[src/rtl/cic_decim_ctrl.sv]
// cic_decim_ctrl: decimation sequencer between the last CIC integrator and the first comb stage.
// Define CIC_CTRL_WARMUP_EN to add the WARMUP state that suppresses unsettled comb outputs.
module cic_decim_ctrl #(
  parameter int SAMP_WIDTH    = 8,
  parameter int CIC_N         = 3,
  parameter int CIC_M         = 1,
  parameter int CIC_R_MAX     = 16,
  parameter int CIC_R_DEFAULT = 4,
  parameter int R_WIDTH       = $clog2(CIC_R_MAX + 1)
) (
  input  logic                         clk,
  input  logic                         reset_n,
  input  logic                         enable,
  input  logic signed [SAMP_WIDTH-1:0] samp_inp_data,
  input  logic                         samp_inp_str,
  input  logic        [R_WIDTH-1:0]    cfg_rate,
  input  logic                         cfg_load,
  output logic signed [SAMP_WIDTH-1:0] comb_inp_data,
  output logic                         comb_inp_str,
  output logic                         samp_out_str,
  output logic        [R_WIDTH-1:0]    cur_rate,
  output logic                         settled,
  output logic                         rate_err
);

  if (CIC_N < 1 || CIC_M < 1 || CIC_R_DEFAULT < 1 || CIC_R_DEFAULT > CIC_R_MAX) begin : g_bad_cfg
    $error("cic_decim_ctrl: illegal parameter set");
  end

  typedef enum logic [1:0] {StIdle, StWarmup, StRun} state_e;

`ifdef CIC_CTRL_WARMUP_EN
  localparam state_e StStart = StWarmup;
`else
  localparam state_e StStart = StRun;
`endif

  state_e                         state_q, state_d;
  logic          [R_WIDTH-1:0]    dec_cnt_q, dec_cnt_d;
  logic          [R_WIDTH-1:0]    cur_rate_q, cur_rate_d;
  logic          [R_WIDTH-1:0]    pend_rate_q, pend_rate_d;
  logic                           pend_vld_q, pend_vld_d;
  logic                           comb_str_q, comb_str_d;
  logic signed   [SAMP_WIDTH-1:0] comb_data_q, comb_data_d;
  logic                           rate_err_q, rate_err_d;
  logic          [CIC_N-1:0]      lat_q, lat_d;

  logic               active, load_ok, wrap, apply, warm_done, qual;
  logic [R_WIDTH-1:0] apply_rate;

  assign active     = (state_q != StIdle);
  assign load_ok    = cfg_load && (cfg_rate != '0) && (cfg_rate <= R_WIDTH'(CIC_R_MAX));
  assign wrap       = active && samp_inp_str && (dec_cnt_q == cur_rate_q - R_WIDTH'(1));
  // A load landing on the wrap itself takes effect immediately, ahead of any older pending rate.
  assign apply      = wrap && enable && (load_ok || pend_vld_q);
  assign apply_rate = load_ok ? cfg_rate : pend_rate_q;

`ifdef CIC_CTRL_WARMUP_EN
  localparam int unsigned WarmLen = CIC_N * CIC_M;
  localparam int unsigned WarmW   = $clog2(WarmLen + 1);

  logic [WarmW-1:0] warm_cnt_q, warm_cnt_d;

  always_comb begin
    warm_cnt_d = warm_cnt_q;
    if (state_q == StIdle || !enable || apply) begin
      warm_cnt_d = '0;
    end else if (state_q == StWarmup && comb_str_q && !warm_done) begin
      warm_cnt_d = warm_cnt_q + WarmW'(1);
    end
  end

  always_ff @(posedge clk or negedge reset_n) begin
    if (!reset_n) warm_cnt_q <= '0;
    else          warm_cnt_q <= warm_cnt_d;
  end

  assign warm_done = (warm_cnt_q == WarmW'(WarmLen));
  // Strobes issued before the chain has seen a full warm-up never qualify, even if RUN comes first.
  assign qual      = warm_done;
`else
  assign warm_done = 1'b0;
  assign qual      = 1'b1;
`endif

  // State register
  always_ff @(posedge clk or negedge reset_n) begin
    if (!reset_n) state_q <= StIdle;
    else          state_q <= state_d;
  end

  // Next-state logic
  always_comb begin
    state_d = state_q;
    unique case (state_q)
      StIdle: begin
        if (enable) state_d = StStart;
      end
      StWarmup: begin
        if (!enable)        state_d = StIdle;
        else if (apply)     state_d = StWarmup;
        else if (warm_done) state_d = StRun;
      end
      StRun: begin
        if (!enable)    state_d = StIdle;
        else if (apply) state_d = StStart;
      end
      default: state_d = StIdle;
    endcase
  end

  // Datapath next-state
  always_comb begin
    dec_cnt_d   = dec_cnt_q;
    cur_rate_d  = cur_rate_q;
    pend_rate_d = pend_rate_q;
    pend_vld_d  = pend_vld_q;
    comb_str_d  = wrap;
    comb_data_d = wrap ? samp_inp_data : comb_data_q;
    rate_err_d  = cfg_load && !load_ok;
    lat_d       = CIC_N'({lat_q, comb_str_q && qual});

    if (!active) begin
      dec_cnt_d  = '0;
      pend_vld_d = 1'b0;
      if (load_ok) cur_rate_d = cfg_rate;
    end else if (!enable) begin
      dec_cnt_d  = '0;
      pend_vld_d = 1'b0;
    end else if (wrap) begin
      dec_cnt_d = '0;
      if (apply) begin
        cur_rate_d = apply_rate;
        pend_vld_d = 1'b0;
      end
    end else begin
      if (samp_inp_str) dec_cnt_d = dec_cnt_q + R_WIDTH'(1);
      if (load_ok) begin
        pend_vld_d  = 1'b1;
        pend_rate_d = cfg_rate;
      end
    end
  end

  always_ff @(posedge clk or negedge reset_n) begin
    if (!reset_n) begin
      dec_cnt_q   <= '0;
      cur_rate_q  <= R_WIDTH'(CIC_R_DEFAULT);
      pend_rate_q <= '0;
      pend_vld_q  <= 1'b0;
      comb_str_q  <= 1'b0;
      comb_data_q <= '0;
      rate_err_q  <= 1'b0;
      lat_q       <= '0;
    end else begin
      dec_cnt_q   <= dec_cnt_d;
      cur_rate_q  <= cur_rate_d;
      pend_rate_q <= pend_rate_d;
      pend_vld_q  <= pend_vld_d;
      comb_str_q  <= comb_str_d;
      comb_data_q <= comb_data_d;
      rate_err_q  <= rate_err_d;
      lat_q       <= lat_d;
    end
  end

  // Outputs
  always_comb begin
    settled       = (state_q == StRun);
    samp_out_str  = lat_q[CIC_N-1] && (state_q == StRun);
    comb_inp_str  = comb_str_q;
    comb_inp_data = comb_data_q;
    cur_rate      = cur_rate_q;
    rate_err      = rate_err_q;
  end

endmodule

[config.mk]
export PLATFORM = sky130hd
export DESIGN_NAME = cic_decim_ctrl
export DESIGN_NICKNAME = d
export VERILOG_FILES = /design/src/rtl/cic_decim_ctrl.sv
export SDC_FILE = /design/constraint.sdc
export NUM_CORES = 1
export LEC_CHECK = 0
export ABC_AREA = 0
export CAP_MARGIN = 10
export CORE_MARGIN = 2
export CORE_UTILIZATION = 24
export CTS_BUF_LIST = sky130_fd_sc_hd__clkbuf_8
export DETAILED_ROUTE_END_ITERATION = 7
export GPL_TIMING_DRIVEN = 1
export PLACE_DENSITY_LB_ADDON = 0.12
export SLEW_MARGIN = 20
export SYNTH_ARGS = -nofsm -noshare
export SYNTH_HDL_FRONTEND = slang
export SYNTH_SLANG_ARGS = --single-unit
[constraint.sdc]
create_clock -name clk -period 3.8 [get_ports clk]
set_clock_uncertainty 0.05 [all_clocks]
set_input_delay 0.57 -clock clk [delete_from_list [all_inputs] [get_ports clk]]
set_output_delay 0.57 -clock clk [all_outputs]
set_load 0.01 [all_outputs]
* Yosys cells after proc, flatten, opt, wreduce, memory -nomap -nowiden *
Index checks and enable logic that the tools add are counted.

storage, ports and cells
  register bits after elaboration = 31
  input port bits = 18
  output and inout bits = 17

operators by class
  $add $sub $neg = 2
  $lt $le $gt $ge = 1
  eq/ne operators = 12
  multiplexer cells = 21
  bitwise gates (word level) = 1
  reduce and logical (&&, ||, !) cells = 18

operator list
  cell                   number
  $mux W5                10
  $mux W2                5
  $logic_and A1 B1 Y1    8
  $ne A4 B3 Y1 const B   2
  $ne A2 B2 Y1 const B   3
  $pmux W2 S3            1
  $reduce_and A3 Y1      2
  $add A5 B1 Y5 const B  1
  $eq A5 B5 Y1           1
  $le A5 B5 Y1 const B   1
  $mux W1                5
  $reduce_bool A5 Y1     1
  $sub A5 B1 Y5 const B  1
  $ne A4 B4 Y1 const B   1
  $reduce_and A4 Y1      1
  $reduce_bool A2 Y1     2
  $ne A3 B2 Y1 const B   1
  $ne A3 B3 Y1 const B   1
  $eq A2 B1 Y1 const B   1
  $eq A2 B2 Y1 const B   1
  $logic_not A2 Y1       1
  $ne A2 B1 Y1 const B   1
  $reduce_and A2 Y1      1
  $logic_not A1 Y1       1
  2 further kinds        2

* Longest topological paths before layout *
  word-level depth = 9
  depth in mapped cells = 8
  gate-level depth less buffers = 7

* Least setup slack after synthesis *
OpenSTA, ideal clock, no wires.

  path kind = reg2reg
  from = register cur_rate_q[0] (netlist: cur_rate[0])
  to = register comb_data_q[0] (netlist: comb_inp_data[0])
  library setup time = 125 ps
  data arrival time = 2006 ps
  data required time = 3625 ps
  slack = 1619 ps
  stages on the path, launching flop included = 9
  cell sequence = dfrtp_1 -> inv_1 -> ha_1 -> xnor2_1 -> nor4b_4 -> nand2_2 -> nor2_4 -> buf_6 -> mux2_4

between the ends
  word-level cells in the longest chain between the ends = 3

RTL lines
  element                 RTL line  RTL
  start, declared         40        logic [R_WIDTH-1:0] cur_rate_q, cur_rate_d;
  start signal, assigned  148       cur_rate_q <= R_WIDTH'(CIC_R_DEFAULT);
  start signal, assigned  157       cur_rate_q <= cur_rate_d;
  $sub A5 B1 Y5           53        assign wrap = active && samp_inp_str && (dec_cnt_q == cur_rate_q - R_WIDTH'(1));
  $eq A5 B5 Y1            53
  $logic_and A1 B1 Y1     53
  net comb_str_d          43        logic comb_str_q, comb_str_d;
  end signal, assigned    161       comb_data_q <= comb_data_d;
  end, declared           44        logic signed [SAMP_WIDTH-1:0] comb_data_q, comb_data_d;

The timed path passes the listed nets, and every way through them passes these cells.
A chain may end at the register's enable or synchronous reset.

* Worst setup path after layout *
  from = input port cfg_rate[0]
  to = register cur_rate_q[0] (netlist: cur_rate[0])

between the ends
  word-level cells in the longest chain between the ends = 8
  elaborated cells between the ends (all ways) = 15

RTL lines
  element                                               RTL line  RTL
  start, declared                                       16        input logic [R_WIDTH-1:0] cfg_rate,
  branches (longest 8 deep; another with $le A5 B5 Y1)  --

Parallel ways; which one is timed is not known. The select of a mux whose other input is x is not followed.

==> flow_metrics.py <==
metrics = {
    "status": {
        "outcome": "completed",
    },
    "clock_network": {
        "cts_setup_buffers": 0,
        "clock_path_buffers": 2,
        "htree_levels": 2,
        "postCtsHoldBufs": 0,
        "cts_tree": "yes",
        "path_clk_slew_ns": 0.06,
        "clock-sinks": 31,
        "ctsRootBufferMaster": "clkbuf_8",
        "numCtsBuffers": 5,
        "post_cts_resized": 0,
        "clkLatencyLatePin_ns": 0.28,
    },
    "synth": {
        "synth.avg_cell_area_um2": 12.9,
        "synth.distinct_cells": 37,
        "yosysTopAreaCell": "dfrtp_1",
        "ys_warn_count": 0,
        "synth_top_area_share_pct": 48.9,
        "synth.net_count": 139,
        "ys_top_cells_by_area": "dfrtp_1, mux2_4, mux2_2",
        "synth_seq_cells": 31,
        "netlist_area_um2": 1540,
        "synth_cells": 119,
        "ys_seq_area_share_pct": 50.6,
    },
    "setup_path": {
        "worstSetupPathType": "primary input to flip-flop",
        "crit_path_max_fanout": 5,
        "path_cells": "clkdlybuf4s50_1 > nor4_4 > mux2i_1 > o2111ai_2 > o21ai_4 > mux2_4",
        "arrival_ns": 2.64,
        "slowest_delay_ns": 0.48,
        "cp_num_buf_inv": 1,
        "crit_path_end_kind": "flip-flop",
        "cp_slowest_cell": "clkdlybuf4s50_1",
        "start_kind": "primary input",
        "required_ns": 3.91,
        "path_delay_family": "multiplexers",
        "ff2ff_setup_slack_ns": 1.35,
    },
    "flow_run": {
        "maxCapViolCount": 0,
    },
    "floorplan": {
        "die_w_um": 84.0,
        "dieArea_um2": 7050,
        "coreArea_um2": 6280,
        "die_y_um": 84.0,
        "rows": 29,
        "start_util_pct": 24.5,
        "pin_count": 35,
    },
    "route": {
        "drt_wl_total_um": 3180,
        "wl_per_cell_um": 13.4,
        "antenna_left": 0,
        "dr.pass1.iters": 4,
        "drt_iter0_drc": 39,
        "vias": 1029,
        "drc": 0,
        "viasPerCell": 4.32,
    },
    "sta": {
        "drv_slew": 0,
        "rsz0062_at_grt": "false",
        "worst_pin_slew_ns": 0.568,
        "setup-violations-final": 0,
        "fin_crit_sh_pct": 66.8,
        "max_freq_ghz": 0.394,
        "setup_tns_ns": 0,
        "max_slew_margin_pct": 61.9,
        "period_minus_slack_ns": 2.54,
        "hold_viol": 0,
    },
    "pwr": {
        "p_per_area_nw_per_um2": 493,
        "ir_worst_vdd_mv": 0.194,
        "leakagePower_nw": 0.858,
    },
    "global_route": {
        "grt_usage_pct": 9.80,
        "grt_max_degree": 32,
        "antenna_found_initial": 0,
        "grt_pass1_wl_um": 5400,
        "gr-total-overflow": 0,
        "grt_pass1_vias": 1104,
    },
    "layout": {
        "diodes": 0,
        "final_common_cell": "clkdlybuf4s50_1",
        "utilization_pct": 32.6,
        "drive_gt1_share_pct": 21.1,
        "final_cell_mix": "clkdlybuf4s50_1, dfrtp_1, mux2_4, inv_1, nand2_1",
        "syn2layout_area_growth_pct": 33.5,
        "fin_nets": 180,
    },
    "placed_design": {
        "gp_congestion": 0.726,
        "port_buffers": 34,
        "place_hpwl_um": 2380,
    },
    "min_path": {
        "holdCritPathClass": "flip-flop to flip-flop",
    },
}
## sequential cells by signal, summed over array words and instances (netlist names)
signal,flops
cur_rate,5
dec_cnt_q,5
rate_err,1
pend_rate_q,5
comb_inp_data,8
lat_q,3
comb_inp_str,1
pend_vld_q,1
state_q,2
## cell usage after synthesis
cell type   n
nor4_1      1
o2111ai_2   1
dfstp_2     1
nor4_4      1
o21ai_4     1
o211ai_1    2
inv_1       4
mux2i_1     1
o21ai_1     1
xnor2_1     5
nand4_1     2
ha_1        2
a22o_1      3
nor3_2      1
nor2b_1     3
nor2_4      1
and2_1      2
nor3_1      5
a31oi_2     1
nand2b_1    5
a22o_2      1
a21o_2      1
a21o_1      1
dfrtp_1    30
nor4b_4     1
mux2_1      3
nand2_1     6
o21ai_0     2
buf_6       1
nor2_1      4
mux2_2      5
a21oi_1     4
mux2_4     10
o21ai_2     1
xor2_1      4
nand2_2     1
o22ai_1     1
## final timing paths
kind / end / depth (start not counted) / startpoint
setup / recovery: cur_rate[0] / 6 / cfg_rate[0]
hold / removal: lat_q[1] / 0 / lat_q[0]
setup reg to reg: comb_inp_data[3] / 7 / cur_rate[0]
hold reg to reg: lat_q[1] / 0 / lat_q[0]
max in group asynchronous: cur_rate[2] / 2 / reset_n
min in group asynchronous: comb_inp_data[5] / 2 / reset_n
## power breakdown
part | internal [mW] | switching (mW) | total (mW)
logic | 0.197 | 0.136 | 0.332
clock network | 0.123 | 0.114 | 0.236
registers | 0.393 | 0.0487 | 0.442
## cell type report
| cell class | count | area (µm²) |
|---|---|---|
| repair buffers | 35 | 348 |
| inverters | 4 | 15.0 |
| flip-flops and latches | 31 | 777 |
| multi-input cells | 83 | 732 |
| clock buffers | 5 | 68.8 |
| clock inverters | 3 | 12.5 |
| well taps | 77 | 96.3 |
| fillers | 635 | 4230 |
## per-layer routing
layer | share of wire, % | global-route usage [%] | wire, µm | vias to the layer above
met5 | 0 | 0 | 0 | -
met4 | 1.2 | 4.40 | 37 | 0
met3 | 3.1 | 2.87 | 98 | 4
met2 | 50 | 16.1 | 1600 | 11
met1 | 45 | 11.9 | 1450 | 507
li1 | - | - | - | 507
## cells by family (layout without fill, tap and decap cells)
| family | count (synthesis) | in the layout | share of synthesized area [%] |
|---|---|---|---|
| buffers and inverters | 5 | 47 | 1.71 |
| muxes | 19 | 19 | 16.3 |
| DFF | 31 | 31 | 50.6 |
| and+or+nand+nor | 33 | 33 | 14.1 |
| adders and majority gates | 2 | 2 | 1.63 |
| xor gates and xnor gates | 9 | 9 | 5.13 |
| AOI/OAI and AO/OA | 20 | 20 | 10.5 |
## stage by stage
step	area (µm²)	power [mW]	worst slack [ns]	instances	hold WS (ns)
final	2050	1.01	1.26	238	0.301
after global routing	2050	1.07	1.15	238	0.314
after CTS	2050	1.03	1.25	238	0.305
after detailed placement	1970	0.782	0.964	230	0.294
after global placement	1970	0.777	1.01	230	0.286
after floorplan	1540	0.626	1.62	119	0.224
Note: power is estimated with default switching activity, not from simulation.
